===== src/rtl/timer_bank_pkg.sv =====
// Shared definitions for the timer bank: FSM states, register map, CTRL layout.
package timer_bank_pkg;

  typedef enum logic [1:0] {
    ST_IDLE = 2'd0,
    ST_LOAD = 2'd1,
    ST_CNT  = 2'd2,
    ST_INT  = 2'd3
  } tmr_state_t;

  // Word index of each register inside a 16-byte channel slot
  localparam logic [1:0] REG_CTRL   = 2'd0;
  localparam logic [1:0] REG_PRESET = 2'd1;
  localparam logic [1:0] REG_COUNT  = 2'd2;
  localparam logic [1:0] REG_STATUS = 2'd3;

  // CTRL field positions
  localparam int unsigned CTRL_EN_BIT   = 0;
  localparam int unsigned CTRL_MODE_LSB = 1;
  localparam int unsigned CTRL_IM_BIT   = 3;
  localparam int unsigned CTRL_PSC_LSB  = 4;

  // MODE codes; anything other than MODE_AUTO runs one-shot
  localparam logic [1:0] MODE_ONESHOT = 2'd0;
  localparam logic [1:0] MODE_AUTO    = 2'd1;

  // Decode window: 16 channel slots, so the slot after the last channel of a
  // full 8-channel bank still decodes as an in-window (erroring) access
  localparam logic [31:0] WIN_BYTES = 32'h0000_0100;

  // Terminal value of the prescaler counter for a given PSC
  function automatic logic [15:0] psc_mask(input logic [3:0] psc);
    return (16'd1 << psc) - 16'd1;
  endfunction

endpackage


===== src/rtl/timer_channel.sv =====
// One timer channel: CTRL/PRESET/COUNT/PEND registers, prescaler and FSM.
module timer_channel
  import timer_bank_pkg::*;
#(
  parameter int unsigned CNT_W = 32
) (
  input  logic             clk,
  input  logic             reset,
  input  logic             i_ctrl_we,
  input  logic             i_preset_we,
  input  logic             i_status_we,
  input  logic [CNT_W-1:0] i_wdata,
  output logic [7:0]       o_ctrl,
  output logic [CNT_W-1:0] o_preset,
  output logic [CNT_W-1:0] o_count,
  output logic             o_pend,
  output logic             o_irq
);

  tmr_state_t       r_state;
  logic             r_en;
  logic [1:0]       r_mode;
  logic             r_im;
  logic [3:0]       r_psc;
  logic [CNT_W-1:0] r_preset;
  logic [CNT_W-1:0] r_count;
  logic             r_pend;
  logic [15:0]      r_psc_cnt;

  logic             w_tick;

  assign w_tick = (r_psc_cnt == psc_mask(r_psc));

  // Registers and channel FSM; a CTRL write overrides the FSM's own next state
  always_ff @(posedge clk or negedge reset) begin
    if (!reset) begin
      r_state   <= ST_IDLE;
      r_en      <= 1'b0;
      r_mode    <= MODE_ONESHOT;
      r_im      <= 1'b0;
      r_psc     <= '0;
      r_preset  <= '0;
      r_count   <= '0;
      r_pend    <= 1'b0;
      r_psc_cnt <= '0;
    end else begin
      if (i_preset_we) begin
        r_preset <= i_wdata;
      end

      // INT sets PEND even when a clear lands in the same cycle
      if (r_state == ST_INT) begin
        r_pend <= 1'b1;
      end else if (i_status_we && i_wdata[0]) begin
        r_pend <= 1'b0;
      end

      if (i_ctrl_we) begin
        r_en    <= i_wdata[CTRL_EN_BIT];
        r_mode  <= i_wdata[CTRL_MODE_LSB +: 2];
        r_im    <= i_wdata[CTRL_IM_BIT];
        r_psc   <= i_wdata[CTRL_PSC_LSB +: 4];
        r_state <= i_wdata[CTRL_EN_BIT] ? ST_LOAD : ST_IDLE;
      end else begin
        case (r_state)
          ST_IDLE: begin
            r_state <= ST_IDLE;
          end
          ST_LOAD: begin
            r_count   <= r_preset;
            r_psc_cnt <= '0;
            r_state   <= ST_CNT;
          end
          ST_CNT: begin
            if (w_tick) begin
              r_psc_cnt <= '0;
              if (r_count <= CNT_W'(1)) begin
                r_count <= '0;
                r_state <= ST_INT;
              end else begin
                r_count <= r_count - CNT_W'(1);
              end
            end else begin
              r_psc_cnt <= r_psc_cnt + 16'd1;
            end
          end
          ST_INT: begin
            if (r_mode == MODE_AUTO) begin
              r_state <= ST_LOAD;
            end else begin
              r_en    <= 1'b0;
              r_state <= ST_IDLE;
            end
          end
          default: begin
            r_state <= ST_IDLE;
          end
        endcase
      end
    end
  end

  assign o_ctrl   = {r_psc, r_im, r_mode, r_en};
  assign o_preset = r_preset;
  assign o_count  = r_count;
  assign o_pend   = r_pend;
  assign o_irq    = r_pend & r_im;

endmodule


===== src/rtl/timer_bank.sv =====
// Timer bank top: bus decode, error detection, read mux, NUM_CH channels.
module timer_bank
  import timer_bank_pkg::*;
#(
  parameter int unsigned NUM_CH    = 2,
  parameter int unsigned CNT_W     = 32,
  parameter logic [31:0] BASE_ADDR = 32'h0000_7F00
) (
  input  logic              clk,
  input  logic              reset,
  input  logic [31:0]       addr,
  input  logic [31:0]       wdata,
  input  logic              we,
  input  logic              re,
  input  logic [3:0]        be,
  output logic [31:0]       rdata,
  output logic              err,
  output logic [NUM_CH-1:0] irq,
  output logic              irq_any
);

  logic [31:0] w_off;
  logic        w_in_win;
  logic [3:0]  w_ch;
  logic [1:0]  w_reg;
  logic        w_ch_ok;
  logic        w_bad;
  logic        w_wr_ok;
  logic [31:0] w_rd_word [NUM_CH];
  logic        w_unused_wdata;

  assign w_off    = addr - BASE_ADDR;
  assign w_in_win = (addr >= BASE_ADDR) && (w_off < WIN_BYTES);
  assign w_ch     = w_off[7:4];
  assign w_reg    = w_off[3:2];
  assign w_ch_ok  = (32'(w_ch) < NUM_CH);

  assign w_bad = (be != 4'b1111) || (addr[1:0] != 2'b00) || !w_ch_ok ||
                 (we && (w_reg == REG_COUNT));

  assign err     = (we || re) && w_in_win && w_bad;
  assign w_wr_ok = we && w_in_win && !w_bad;

  // Upper write-data bits beyond CNT_W only matter for CTRL, which uses [7:0]
  assign w_unused_wdata = ^wdata;

  for (genvar g = 0; g < NUM_CH; g++) begin : g_ch
    logic             w_sel;
    logic [7:0]       w_ctrl;
    logic [CNT_W-1:0] w_preset;
    logic [CNT_W-1:0] w_count;
    logic             w_pend;

    assign w_sel = w_wr_ok && (w_ch == 4'(g));

    timer_channel #(
      .CNT_W(CNT_W)
    ) u_ch (
      .clk        (clk),
      .reset      (reset),
      .i_ctrl_we  (w_sel && (w_reg == REG_CTRL)),
      .i_preset_we(w_sel && (w_reg == REG_PRESET)),
      .i_status_we(w_sel && (w_reg == REG_STATUS)),
      .i_wdata    (wdata[CNT_W-1:0]),
      .o_ctrl     (w_ctrl),
      .o_preset   (w_preset),
      .o_count    (w_count),
      .o_pend     (w_pend),
      .o_irq      (irq[g])
    );

    assign w_rd_word[g] = (w_reg == REG_CTRL)   ? 32'(w_ctrl)   :
                          (w_reg == REG_PRESET) ? 32'(w_preset) :
                          (w_reg == REG_COUNT)  ? 32'(w_count)  :
                                                  32'(w_pend);
  end

  // Read mux: zero outside the window or past the last channel
  always_comb begin
    rdata = '0;
    if (w_in_win) begin
      for (int unsigned i = 0; i < NUM_CH; i++) begin
        if (w_ch == 4'(i)) begin
          rdata = w_rd_word[i];
        end
      end
    end
  end

  assign irq_any = |irq;

endmodule


===== config.mk =====
export PLATFORM = sky130hd
export DESIGN_NAME = timer_bank
export DESIGN_NICKNAME = d
export VERILOG_FILES = /design/src/rtl/timer_bank_pkg.sv /design/src/rtl/timer_channel.sv /design/src/rtl/timer_bank.sv
export SDC_FILE = /design/constraint.sdc
export NUM_CORES = 1
export LEC_CHECK = 0
export BUFFER_PORTS_ARGS = -buffer_cell sky130_fd_sc_hd__buf_2
export CORE_ASPECT_RATIO = 1.2
export CORE_MARGIN = 3
export CORE_UTILIZATION = 45
export CTS_BUF_LIST = sky130_fd_sc_hd__clkbuf_8
export CTS_CLUSTER_SIZE = 30
export DETAILED_ROUTE_END_ITERATION = 8
export REMOVE_ABC_BUFFERS = 1
export SYNTH_ARGS = -nofsm -noshare
export SYNTH_HDL_FRONTEND = slang
export SYNTH_HIERARCHICAL = 1
export SYNTH_SLANG_ARGS = --single-unit

===== constraint.sdc =====
create_clock -name clk -period 4.4 [get_ports clk]
set_input_delay 0.22 -clock clk [delete_from_list [all_inputs] [get_ports clk]]
set_output_delay 0.22 -clock clk [all_outputs]
set_load 0.05 [all_outputs]

==> qor.csv <==
stage,metric,value,unit
global_routing,vias in the first global route,10450,
logic_synthesis,"Avg Cell Area, Syn",8.993,um2
timing,final period utilization,84.94,%
placed_design,PortBufs,107,
finish,Antenna diodes,0,
routing,DR vias,10890,
min_path,Hold Path Origin,wdata[11],
timing,slew margin rel.,30.15,%
clock_network,CTS resizes,0,
logic_synthesis,sequential-to-total area share from yosys stat,38.28,%
critical_path,CP top delay family,simple AND/OR/NAND/NOR gates,
finish,"commonest non-fill, non-tap cell in the layout",dfrtp_1,
clock_network,CTS tree,built,
timing,Final min period,3.737,ns
finish,number of fill cells,2508,
critical_path,crit-path max FO,19,
logic_synthesis,ranking of synthesized cells by area,"dfrtp_1 38%, mux2_2 6.1%, nor2_1 3.6%, o21ai_0 3.5%, nand2_1 3.1%",
logic_synthesis,"Distinct cells, synth",87,
critical_path,critical path class,flip-flop to flip-flop,
clock_network,H-tree levels,4,
clock_network,Root Buffer,clkbuf_8,
timing,Setup WS post-layout,0.6625,ns
min_path,Worst Hold Class,input port to flip-flop,
global_routing,GRT overflow,0,
logic_synthesis,synth warn,6,
run_status,outcome,"complete, no violations",
die,Rows,64,
timing,Setup Skew,0.01901,ns
clock_network,"Reg clk slew, reported paths",0.10,ns
die,Core Region,25780,um2
timing,Slew @ Worst Pin,1.044,ns
logic_synthesis,post-synthesis register bit count,182,
flow_run,max cap viols,0,
routing,DRC Markers,0,
placed_design,pre-CTS setup slack,0.6822,ns
global_routing,largest net degree at the start of global routing,82,
die,Top Ports,108,
placed_design,routability congestion estimate from global placement,0.8766,
power,Leak,5.539,nW
critical_path,Worst EP required,4.81,ns
routing,WL final,36870,um
power,Power Dens Cells,221.9,nW/um2
critical_path,startpoint types,flip-flop,
clock_network,clock buffer depth,2,
critical_path,Worst R2R Start,g_ch[0].u_ch/r_psc[3]$_DFFE_PN0P_,
finish,most frequent cells in the layout,"182 x dfrtp_1, 113 x nor2_1, 106 x buf_2, 97 x nand2_1, 83 x o21ai_0",
timing,Final setup viols,0,
timing,f_max,267.6,MHz
die,Starting Density,46.14,%
clock_network,"Clk Latency, worst-skew pair",0.49,ns
timing,"Slew Viols, Final",0,
die,die area,28430,um2
routing,Pre-antenna DRT Iters,6,
timing,final setup TNS,0,ns
die,die height,184.1,um
clock_network,number of CTS-inserted buffers,17,
logic_synthesis,cell taking the most area after synthesis,dfrtp_1,
placed_design,dpl hpwl,26620,um
global_routing,GRT Resource Usage Total,25.91,%
clock_network,CTS Sinks,182,
routing,antenna-violating nets left,0,
logic_synthesis,Synth Cell Area,11900,um2
finish,layout cells sized above 1,21.65,%
global_routing,first-pass GRT wire length,59210,um
critical_path,Critical Path Sink Type,flip-flop,
routing,vias per std cell,6.262,
critical_path,crit path from,g_ch[0].u_ch/r_psc[3]$_DFFE_PN0P_,
power,VDD IR max,146.6,uV
critical_path,worst-path cell chain,or4_1 > ha_1 > or4b_1 > a211o_1 > o211ai_1 > nand4_1 > or3_1 > o41ai_2 > mux2i_1,
critical_path,Worst path slowest cell,or4b_1,
global_routing,initial antenna violation count,2,
logic_synthesis,number of synthesized flops with an enable pin,0,
timing,Final Hold Fails,0,
critical_path,Worst path max stage delay,0.61,ns
critical_path,CP Buf/Inv Count,0,
critical_path,worst endpoint data arrival time,4.15,ns
logic_synthesis,ys flop type,dfrtp_1,
logic_synthesis,Async SR Flop Fraction,100.0,%
logic_synthesis,Mapped Cells,1323,
routing,routed length per placed instance,21.20,um
routing,DRT iter0 DRCs,917,
logic_synthesis,top cell type's share of synthesized area,38.28,%
finish,Final nets,1480,
die,Horiz. Die Dim,154.4,um
clock_network,# Post-CTS Setup Buffers,0,
timing,RSZ-0062 raised after global routing,no,
finish,Layout area overhead,11.34,%
-- layout make-up --
class	instances	area, um2	area share, %
inverters	46	172.7	1.303
multi-input cells	984	6726	50.78
clock buffers	17	234.0	1.766
clock inverters	15	118.9	0.8973
well taps	330	412.9	3.117
repair buffers	165	1027	7.755
flip-flops and latches	182	4554	34.38
-- cell usage after synthesis (20+ instances only) --
| cell type | number |
|---|---|
| nor2_1 | 114 |
| a221oi_1 | 25 |
| or3_1 | 24 |
| a211oi_2 | 28 |
| nor3_1 | 44 |
| nand2_1 | 97 |
| a21oi_1 | 50 |
| and3_1 | 20 |
| inv_1 | 45 |
| a22oi_1 | 31 |
| o21ai_0 | 83 |
| nand3_1 | 42 |
| dfrtp_1 | 182 |
| clkbuf_1 | 80 |
| mux2_2 | 64 |
| nor4_1 | 26 |
-- power breakdown --
group	total (W)	switching (W)	internal [W]
Clock	0.00108	0.000678	0.000403
Sequential	0.00167	0.0000000142	0.00167
Combinational	0.000188	0.000125	0.0000627
Total	0.00294	0.000803	0.00214
-- repair_timing --
| action | 4_1_cts | 5_1_grt |
|---|---|---|
| endpoints found under the hold margin | 113 | 0 |
| hold buffers | 19 | 0 |
| endpoints found under the setup margin | 0 | 0 |
-- path summary, 6_finish.rpt --
kind | to | slack [ns] | cells past startpoint
max | g_ch[0].u_ch/r_state[1]$_DFFE_PN0P_ | 0.66 | 9
min | g_ch[1].u_ch/o_preset[11]$_DFFE_PN0P_ | 0.03 | 2
max reg2reg | g_ch[0].u_ch/r_state[1]$_DFFE_PN0P_ | 0.66 | 9
min reg2reg | g_ch[0].u_ch/o_pend$_DFFE_PN0P_ | 0.52 | 1
max in group asynchronous | g_ch[0].u_ch/o_preset[7]$_DFFE_PN0P_ | 2.92 | 3
min in group asynchronous | g_ch[1].u_ch/r_state[0]$_DFFE_PN0P_ | 0.33 | 2
-- cell families after synthesis --
| logic type | count (synthesis) | share of synthesized area, % |
|---|---|---|
| AO/OA/AOI/OAI | 389 | 24.29 |
| flip-flops | 182 | 38.28 |
| buffers and inverters | 157 | 5.626 |
| XOR/XNOR | 36 | 2.650 |
| AND/OR/NAND/NOR | 464 | 20.23 |
| adder cells (fa/ha/maj) | 12 | 1.262 |
| multiplexers | 83 | 7.656 |
-- registers in the layout, summed over array words and instances (netlist names) --
signal	cells
g_ch.u_ch/o_count	64
g_ch.u_ch/o_pend	2
g_ch.u_ch/o_preset	64
g_ch.u_ch/r_en	2
g_ch.u_ch/r_im	2
g_ch.u_ch/r_mode	4
g_ch.u_ch/r_psc	8
g_ch.u_ch/r_psc_cnt	32
g_ch.u_ch/r_state	4
-- per-stage QoR --
stage | utilization [%] | total power, W | hold slack (ns) | std cells | area (um2)
3_5_place_dp | 49.27 | 0.001879 | 0.3155 | 1688 | 12700
5_1_grt | 51.37 | 0.003062 | 0.001338 | 1739 | 13250
4_1_cts | 51.37 | 0.002976 | 0.001088 | 1739 | 13250
2_1_floorplan | - | 0.001753 | -0.07559 | 1212 | 11400
6_report | 51.37 | 0.002940 | 0.03079 | 1739 | 13250
3_3_place_gp | 49.27 | 0.001880 | 0.3271 | 1688 | 12700
-- routing by layer --
metal  vias to the layer above  GRT usage (%)  share of wire [%]
met5                         -              0                  0
met3                        64          2.936                4.8
met1                      5370          35.07                 43
li1                       5120              -                  -
met4                         0          7.279                2.4
met2                       336          44.20                 50
Note: power is estimated with default switching activity, not from simulation.
